File: src/rtl/ram_tp_req_ctrl.sv
// ram_tp_req_ctrl: valid/ready front-end for a two-port byte-masked RAM with a read-response FIFO; optional RAM_TP_REQ_CTRL_RAW_BYPASS_EN merges same-cycle write bytes into the read
module ram_tp_req_ctrl #(
  parameter int DATA_WIDTH = 32,
  parameter int DEPTH = 16,
  parameter int RSP_DEPTH = 3,
  localparam int BWEN_WIDTH = DATA_WIDTH / 8,
  localparam int ADDR_WIDTH = $clog2(DEPTH),
  localparam int LVL_WIDTH = $clog2(RSP_DEPTH + 1)
) (
  input  logic                  clock,
  input  logic                  reset,
  input  logic                  w_valid,
  output logic                  w_ready,
  input  logic [ADDR_WIDTH-1:0] w_addr,
  input  logic [BWEN_WIDTH-1:0] w_strb,
  input  logic [DATA_WIDTH-1:0] w_data,
  input  logic                  ar_valid,
  output logic                  ar_ready,
  input  logic [ADDR_WIDTH-1:0] ar_addr,
  output logic                  r_valid,
  input  logic                  r_ready,
  output logic [DATA_WIDTH-1:0] r_data,
  output logic [LVL_WIDTH-1:0]  rsp_level,
  output logic                  ram_cen,
  output logic                  ram_wen,
  output logic                  ram_ren,
  output logic [BWEN_WIDTH-1:0] ram_bwen,
  output logic [ADDR_WIDTH-1:0] ram_waddr,
  output logic [ADDR_WIDTH-1:0] ram_raddr,
  output logic [DATA_WIDTH-1:0] ram_wdata,
  input  logic [DATA_WIDTH-1:0] ram_rdata
);
  localparam int PTR_WIDTH = $clog2(RSP_DEPTH);
  localparam int CNT_WIDTH = LVL_WIDTH + 1;
  logic                  inflight;
  logic                  w_fire;
  logic                  r_fire;
  logic                  pop;
  logic [PTR_WIDTH-1:0]  wr_ptr;
  logic [PTR_WIDTH-1:0]  rd_ptr;
  logic [DATA_WIDTH-1:0] fifo [RSP_DEPTH];
  logic [DATA_WIDTH-1:0] push_data;
  function automatic logic [PTR_WIDTH-1:0] nxt(input logic [PTR_WIDTH-1:0] p);
    return (p == PTR_WIDTH'(RSP_DEPTH - 1)) ? '0 : p + 1'b1;
  endfunction
  assign w_ready = ~reset;
  // outstanding = buffered + in flight, so a granted read always has a slot when its data lands
  assign ar_ready = ~reset & (({1'b0, rsp_level} + CNT_WIDTH'(inflight)) < CNT_WIDTH'(RSP_DEPTH));
  assign w_fire = w_valid & w_ready;
  assign r_fire = ar_valid & ar_ready;
  assign pop = r_valid & r_ready;
  assign ram_wen = w_fire;
  assign ram_ren = r_fire;
  assign ram_cen = w_fire | r_fire;
  assign ram_bwen = w_strb;
  assign ram_waddr = w_addr;
  assign ram_wdata = w_data;
  assign ram_raddr = ar_addr;
  assign r_valid = (rsp_level != '0);
  assign r_data = r_valid ? fifo[rd_ptr] : '0;
`ifdef RAM_TP_REQ_CTRL_RAW_BYPASS_EN
  logic                  raw_q;
  logic [BWEN_WIDTH-1:0] strb_q;
  logic [DATA_WIDTH-1:0] data_q;
  logic [DATA_WIDTH-1:0] mask;
  // capture the colliding write alongside the in-flight read so its bytes override stale RAM data
  always_ff @(posedge clock) begin
    if (reset) begin
      raw_q <= 1'b0;
      strb_q <= '0;
      data_q <= '0;
    end else begin
      raw_q <= w_fire & r_fire & (w_addr == ar_addr);
      strb_q <= w_strb;
      data_q <= w_data;
    end
  end
  for (genvar i = 0; i < BWEN_WIDTH; i++) begin : g_mask
    assign mask[8*i +: 8] = {8{raw_q & strb_q[i]}};
  end
  assign push_data = (ram_rdata & ~mask) | (data_q & mask);
`else
  assign push_data = ram_rdata;
`endif
  // response storage: the word returned by the RAM lands one cycle after the read was granted
  always_ff @(posedge clock) begin
    if (!reset && inflight) fifo[wr_ptr] <= push_data;
  end
  // in-flight tracking, circular pointers and occupancy
  always_ff @(posedge clock) begin
    if (reset) begin
      inflight <= 1'b0;
      wr_ptr <= '0;
      rd_ptr <= '0;
      rsp_level <= '0;
    end else begin
      inflight <= r_fire;
      if (inflight) wr_ptr <= nxt(wr_ptr);
      if (pop) rd_ptr <= nxt(rd_ptr);
      rsp_level <= rsp_level + LVL_WIDTH'(inflight) - LVL_WIDTH'(pop);
    end
  end
endmodule
File: config.mk
export PLATFORM = sky130hd
export DESIGN_NAME = ram_tp_req_ctrl
export DESIGN_NICKNAME = d
export VERILOG_FILES = /design/src/rtl/ram_tp_req_ctrl.sv
export SDC_FILE = /design/constraint.sdc
export NUM_CORES = 1
export LEC_CHECK = 0
export CAP_MARGIN = 20
export CORE_UTILIZATION = 41
export CTS_CLUSTER_DIAMETER = 50
export CTS_CLUSTER_SIZE = 40
export DETAILED_ROUTE_END_ITERATION = 7
export PLACE_DENSITY = 0.77
export SETUP_SLACK_MARGIN = 0.15
export SLEW_MARGIN = 15
export SYNTH_ARGS = -nofsm -noshare
export SYNTH_HDL_FRONTEND = slang
export SYNTH_SLANG_ARGS = --single-unit
File: constraint.sdc
create_clock -name clock -period 3.8 [get_ports clock]
set_input_delay 0.38 -clock clock [delete_from_list [all_inputs] [get_ports clock]]
set_output_delay 0.38 -clock clock [all_outputs]
set_load 0.05 [all_outputs]
==> results of run 1 <==
## cell type report
cell class,count,area share
clock inverters,2,0.00288
clock buffers,14,0.0524
inverters,3,0.00199
repair buffers,84,0.147
well taps,140,0.0310
flip-flops and latches,105,0.542
multi-input cells,126,0.222
## worst max-delay path by stage
stage	from	endpoint	depth (start not counted)
3_5_place_dp	reset	ram_ren	4
5_1_grt	inflight	ram_ren	5
2_1_floorplan	rsp_level[0]	ram_ren	4
6_report	reset	ram_ren	4
4_1_cts	flip-flop	r_data[31]	4
3_3_place_gp	reset	ram_ren	4
## metal layers
layer	routed length (um)	vias up	part of all wire
met5	0	-	0
met4	148	0	0.017
met3	515	19	0.060
met2	4630	87	0.54
met1	3240	1186	0.38
li1	-	1113	-
## report_power, final
| group | internal (uW) | switching [uW] |
|---|---|---|
| Combinational | 521 | 718 |
| Sequential | 1310 | 67.3 |
| Clock | 545 | 369 |
| Total | 2380 | 1150 |
## registers in the layout (all words and copies together), names as in the netlist, named ones only
| name | cells |
|---|---|
| fifo | 96 |
| inflight | 1 |
| rd_ptr | 2 |
| rsp_level | 2 |
| wr_ptr | 2 |
## cells in the mapped netlist
cell type / count
buf_2: 9
buf_4: 44
a21oi_1: 2
nor4_1: 1
a21o_1: 1
dfxtp_1: 9
clkbuf_1: 3
nor3_1: 2
nor2b_1: 3
o211a_1: 32
ha_1: 4
buf_6: 1
nand3b_1: 1
edfxtp_1: 96
buf_12: 3
nor2_1: 2
nand2_1: 1
o21a_1: 1
or2_1: 1
mux2_2: 3
or3b_2: 2
mux2i_1: 1
a211oi_1: 1
inv_1: 3
nand2b_1: 35
and2_1: 2
mux2_4: 30
xnor3_1: 1
## through the flow
stage	hold WS [ns]	area, um2
after floorplan	0.472	4770
after detailed placement	0.515	5340
final	0.526	5650
after global routing	0.559	5650
after CTS	0.533	5650
after global placement	0.481	5340
## kinds of logic after synthesis
kind of cell,count (synthesis)
XOR/XNOR,1
buffers and inverters,63
multiplexers,34
AO/OA/AOI/OAI,37
AND/OR/NAND/NOR,50
flip-flops,105
adder cells (fa/ha/maj),4
## critical path, cell delays in order
cell and delay [ns]:
clkdlybuf4s50_1 0.71, a211oi_1 0.49, and2_1 0.20, clkdlybuf4s50_1 0.80
==> results.toml, run 1 <==
[pwr]
power_per_cell_area_nw_per_um2 = 624
vdd_ir_drop_max_mv = 0.259
p_total_uw = 3530
power.leakage_uw = 0.00221

[layout]
sequential_cell_area_um2 = 3070
layout.nets = 414
final_common_cell = "edfxtp_1"
area.growth.synth_to_final_pct = 18.8
fillCellCount = 932
multiInputGateArea_um2 = 1260
finalNonFillerCells = 474
layout-drive-gt1-share = 0.186
n_antenna_cell = 0
layout_common_cells = "edfxtp_1, clkdlybuf4s50_1, nand2b_1"
fin_util = 0.510

[setup_path]
worstPathMaxFanout = 14
critical_path.reg2reg.startpoint = "wr_ptr[0]"
worstSetupStartpointType = "input port"
worst_setup_path_end_kind = "output pin"
cp_data_required_time_ns = 3.42
reg2reg_setup_slack_ns = 1.96
timing.setup.critical_path_class = "in -> out"
timing.rr.end = "fifo[1][24]"
timing.critical_path.arrival_ns = 2.59
reg2regPathDepth = 2

[clock_tree]
cts_tree = "yes"
root_buffer = "clkbuf_16"
cts_sinks = 105
cts_htree_levels = 3
insertion_delay_ns = 0.33
cts_setup_buffers = 0
cts_buffers = 9
cts.reportedPaths.clkPinSlew_ns = 0.06
max_buffers_root_to_sink = 2
post_cts_resized = 0
cts_hold_buffers = 0

[detailed_routing]
count_of_antenna_violating_nets_left_after_detailed_routing = 0
via_count = 2405
finalWirelength_mm = 8.53
drt_pre_antenna_iters = 4
drt-vias-per-instance = 5.07
drtIter0Drc = 80
detail_route.drc_violations = 0
routed_wire_length_per_instance_um = 18.0

[yosys]
synth.yosys.seq_area_share = 0.643
synth_warnings = 0
xor_xnor_share_of_the_synthesized_area = 0.00473
netlist-cell-type-count = 28
synth.cell_area_um2 = 4760
post_synth.cell_area_avg_um2 = 16.2
syn_inst = 294
ys_seq_elements = 105
synth_top_area_share = 0.606
synth_simple_gate_area_share = 0.0649
yosys-top-cells-area = "edfxtp_1, mux2_4, buf_4"
largest_family_of_logic_cells_by_synthesized_area = "multiplexers"
yosys-mux-area-fraction = 0.104
synthDominantAreaCellType = "edfxtp_1"
synth_fp_nets = 379
synth_adder_area_share = 0.0105
fraction_of_the_mapped_netlist_area_in_compound_gates = 0.0741

[place]
post-dp-hpwl_mm = 5.80
io_buffer_count = 76
place_worst_setup_slack_ns = 0.845
place_inst = 458
place.gp.congestion = 0.670

[die]
fp.coreArea_um2 = 11100
fp.dieW_um = 110
rows = 38
die_area_um2 = 12000
pin_count = 165
die_height_um = 110
floorplan.initialDensity = 0.430

[worst_hold_path]
hold_start = "rd_ptr[1]"
holdPathStages = 2
timing.hold.worst.class = "reg -> reg"

[global_routing]
grt_antenna_before_repair = 0
met2_usage = 0.285
groute.usage.overall = 0.147
wire_length_of_the_first_global_routing_pass_mm = 12.8
grt_start_max_net_pins = 34
grt.overflow.total = 0
global_route.usage.met3 = 0.0320
first_global_vias = 2537
grt_util_met1 = 0.150
grt_most_used_layer = "met2"

[timing]
max-slew-margin-rel = 0.312
grt_setup_unrepaired = "false"
postLayoutSetupSlackWorst_ns = 0.832
finClkSkew_ns = 0.00635
period_needed_ns = 2.97
period_share = 0.781
timing_worst_slew_pin_value_ns = 1.03
fmaxAchievable_mhz = 337
totalNegativeSetupSlack_ns = 0
final-setup-viol-count = 0
timing_max_transition_violations_final = 0
report.final.hold_viol_count = 0

[outcome]
run_status = "completed"

[job]
drv_cap = 0
Note: power is estimated with default switching activity, not from simulation.
==> inputs of run 2 (changes only) <==
- CORE_UTILIZATION: 41 -> 45
- PLACE_DENSITY: 0.77 -> 0.8
- clock period: 3.8 -> 2.85 ns (I/O delays scaled with it)
==> results.toml, run 2 (synthesis results as in run 1) <==
[die]
floorplan.initialDensity = 0.463
rows = 37
fp.coreArea_um2 = 10300
fp.dieW_um = 105
die_height_um = 105
die_area_um2 = 11000
pin_count = 165

[global_routing]
grt_start_max_net_pins = 37
first_global_vias = 2600
grt_antenna_before_repair = 0
grt.overflow.total = 0
groute.usage.overall = 0.162
wire_length_of_the_first_global_routing_pass_mm = 13.1

[clock_tree]
cts.reportedPaths.clkPinSlew_ns = 0.09
insertion_delay_ns = 0.37
cts_buffers = 9
root_buffer = "clkbuf_8"
max_buffers_root_to_sink = 2
cts_sinks = 105
cts_tree = "yes"
cts_htree_levels = 3
cts_setup_buffers = 0

[layout]
multiInputGateArea_um2 = 1270
final_common_cell = "edfxtp_1"
layout_common_cells = "edfxtp_1, clkdlybuf4s50_1, nand2b_1, buf_12, o211a_1"
layout.nets = 415
largest_register_ffs = 96
fillCellCount = 821
n_antenna_cell = 0
sequential_cell_area_um2 = 3070
layout-drive-gt1-share = 0.290
regMostFlops = "fifo"
stdcell_area_um2 = 5900
area.growth.synth_to_final_pct = 24.0

[detailed_routing]
detail_route.drc_violations = 0
routed_wire_length_per_instance_um = 18.1
via_count = 2406
drtIter0Drc = 89
count_of_antenna_violating_nets_left_after_detailed_routing = 0
drt-vias-per-instance = 5.11
drt_pre_antenna_iters = 6
finalWirelength_mm = 8.51

[place]
post-dp-hpwl_mm = 5.67
place.gp.congestion = 0.648
detailed_place.area_um2 = 5700
place_worst_setup_slack_ns = 0.554
io_buffer_count = 76

[job]
drv_cap = 0

[timing]
totalNegativeSetupSlack_ns = 0
postLayoutSetupSlackWorst_ns = 0.440
grt_setup_unrepaired = "false"
report.final.hold_viol_count = 0
final-setup-viol-count = 0
finClkSkew_ns = 0.00765
timing_worst_slew_pin_value_ns = 0.570
fmaxAchievable_mhz = 415
timing_max_transition_violations_final = 0
period_share = 0.846
period_needed_ns = 2.41
max-slew-margin-rel = 0.620

[setup_path]
critical_path.cell_chain = "ha_1, ha_1, a211oi_4, dlygate4sd2_1"
critical_path.max_stage_delay_ns = 0.57
timing.critical_path.arrival_ns = 2.13
worstSetupStartpointType = "flip-flop"
critical-path-top-cell-by-count = "ha_1"
cp_data_required_time_ns = 2.57
critical_path.slowest_cell = "dlygate4sd2_1"
worst_setup_path_end_kind = "output pin"
worstPathMaxFanout = 5
timing.setup.critical_path_class = "reg -> out"

[outcome]
run_status = "completed"

[pwr]
p_total_uw = 4850
internal_power_summed_over_all_cells_uw = 3250
comb_power_share = 0.426
sequential_fraction_of_design_power = 0.379
power.leakage_uw = 0.00234
power_per_cell_area_nw_per_um2 = 821
sw_frac_of_total = 0.330
vdd_ir_drop_max_mv = 0.487
switching_power_uw = 1600
clock_power_share = 0.195

[worst_hold_path]
timing.hold.worst.class = "in -> reg"
==> run 2: changes by cell type in the layout (fill, tap and decap cells not counted), moves of 2 or more <==
cell and change:
buf_12 +34, buf_4 +2, bufinv_16 +2, clkbuf_1 +2, clkbuf_16 -11, clkbuf_8 +8, clkdlybuf4s50_1 -36
==> run 2: final timing paths <==
kind              slack (ns)           from  cells past startpoint     endpoint
setup / recovery        0.44   rsp_level[0]                      4     ar_ready
hold / removal          0.52  ram_rdata[26]                      1  fifo[1][26]
setup reg to reg        1.20      wr_ptr[0]                      3   fifo[1][1]
hold reg to reg         0.54      rd_ptr[1]                      2    flip-flop
==> run 2: layout make-up <==
class	count	share of cell area
multi-input cells	126	0.216
clock buffers	13	0.0235
flip-flops and latches	105	0.519
clock inverters	3	0.0110
inverters	3	0.00191
well taps	136	0.0288
repair buffers	85	0.199
==> run 2: stage by stage <==
stage	util	hold WS (ns)	instances
floorplan	-	0.384	294
global placement	0.555	0.483	455
detailed placement	0.555	0.518	455
CTS	0.574	0.497	471
global route	0.574	0.508	471
finish	0.574	0.522	471
==> run 2: critical path: cells and delay by family, from the launching register on <==
family / cells / cell delay, ns
buffers and inverters: 1 / 0.57
adder cells (fa/ha/maj): 2 / 0.53
flip-flops: 1 / 0.37
AO/OA/AOI/OAI: 1 / 0.29
==> run 2: routing by layer <==
metal  part of all wire  track usage  vias to the layer above
met5                  0            0                        -
met4              0.040        0.120                        0
met3              0.056       0.0405                       41
met2               0.53        0.285                       85
met1               0.38        0.167                     1170
li1                   -            -                     1110
==> run 2: power by group through the flow <==
stage                     clock, uW  combinational, uW  sequential, uW
after global placement            0               2050            1870
after floorplan                   0               1440            1830
after global routing           1040               2140            1850
after CTS                       980               2090            1840
final                           947               2070            1830
after detailed placement          0               2080            1870
==> run 2: what timing repair did <==
action	4_1_cts	5_1_grt
endpoints found under the hold margin	0	0
hold buffers	0	0
endpoints found under the setup margin	1	0
resized for setup	1	0
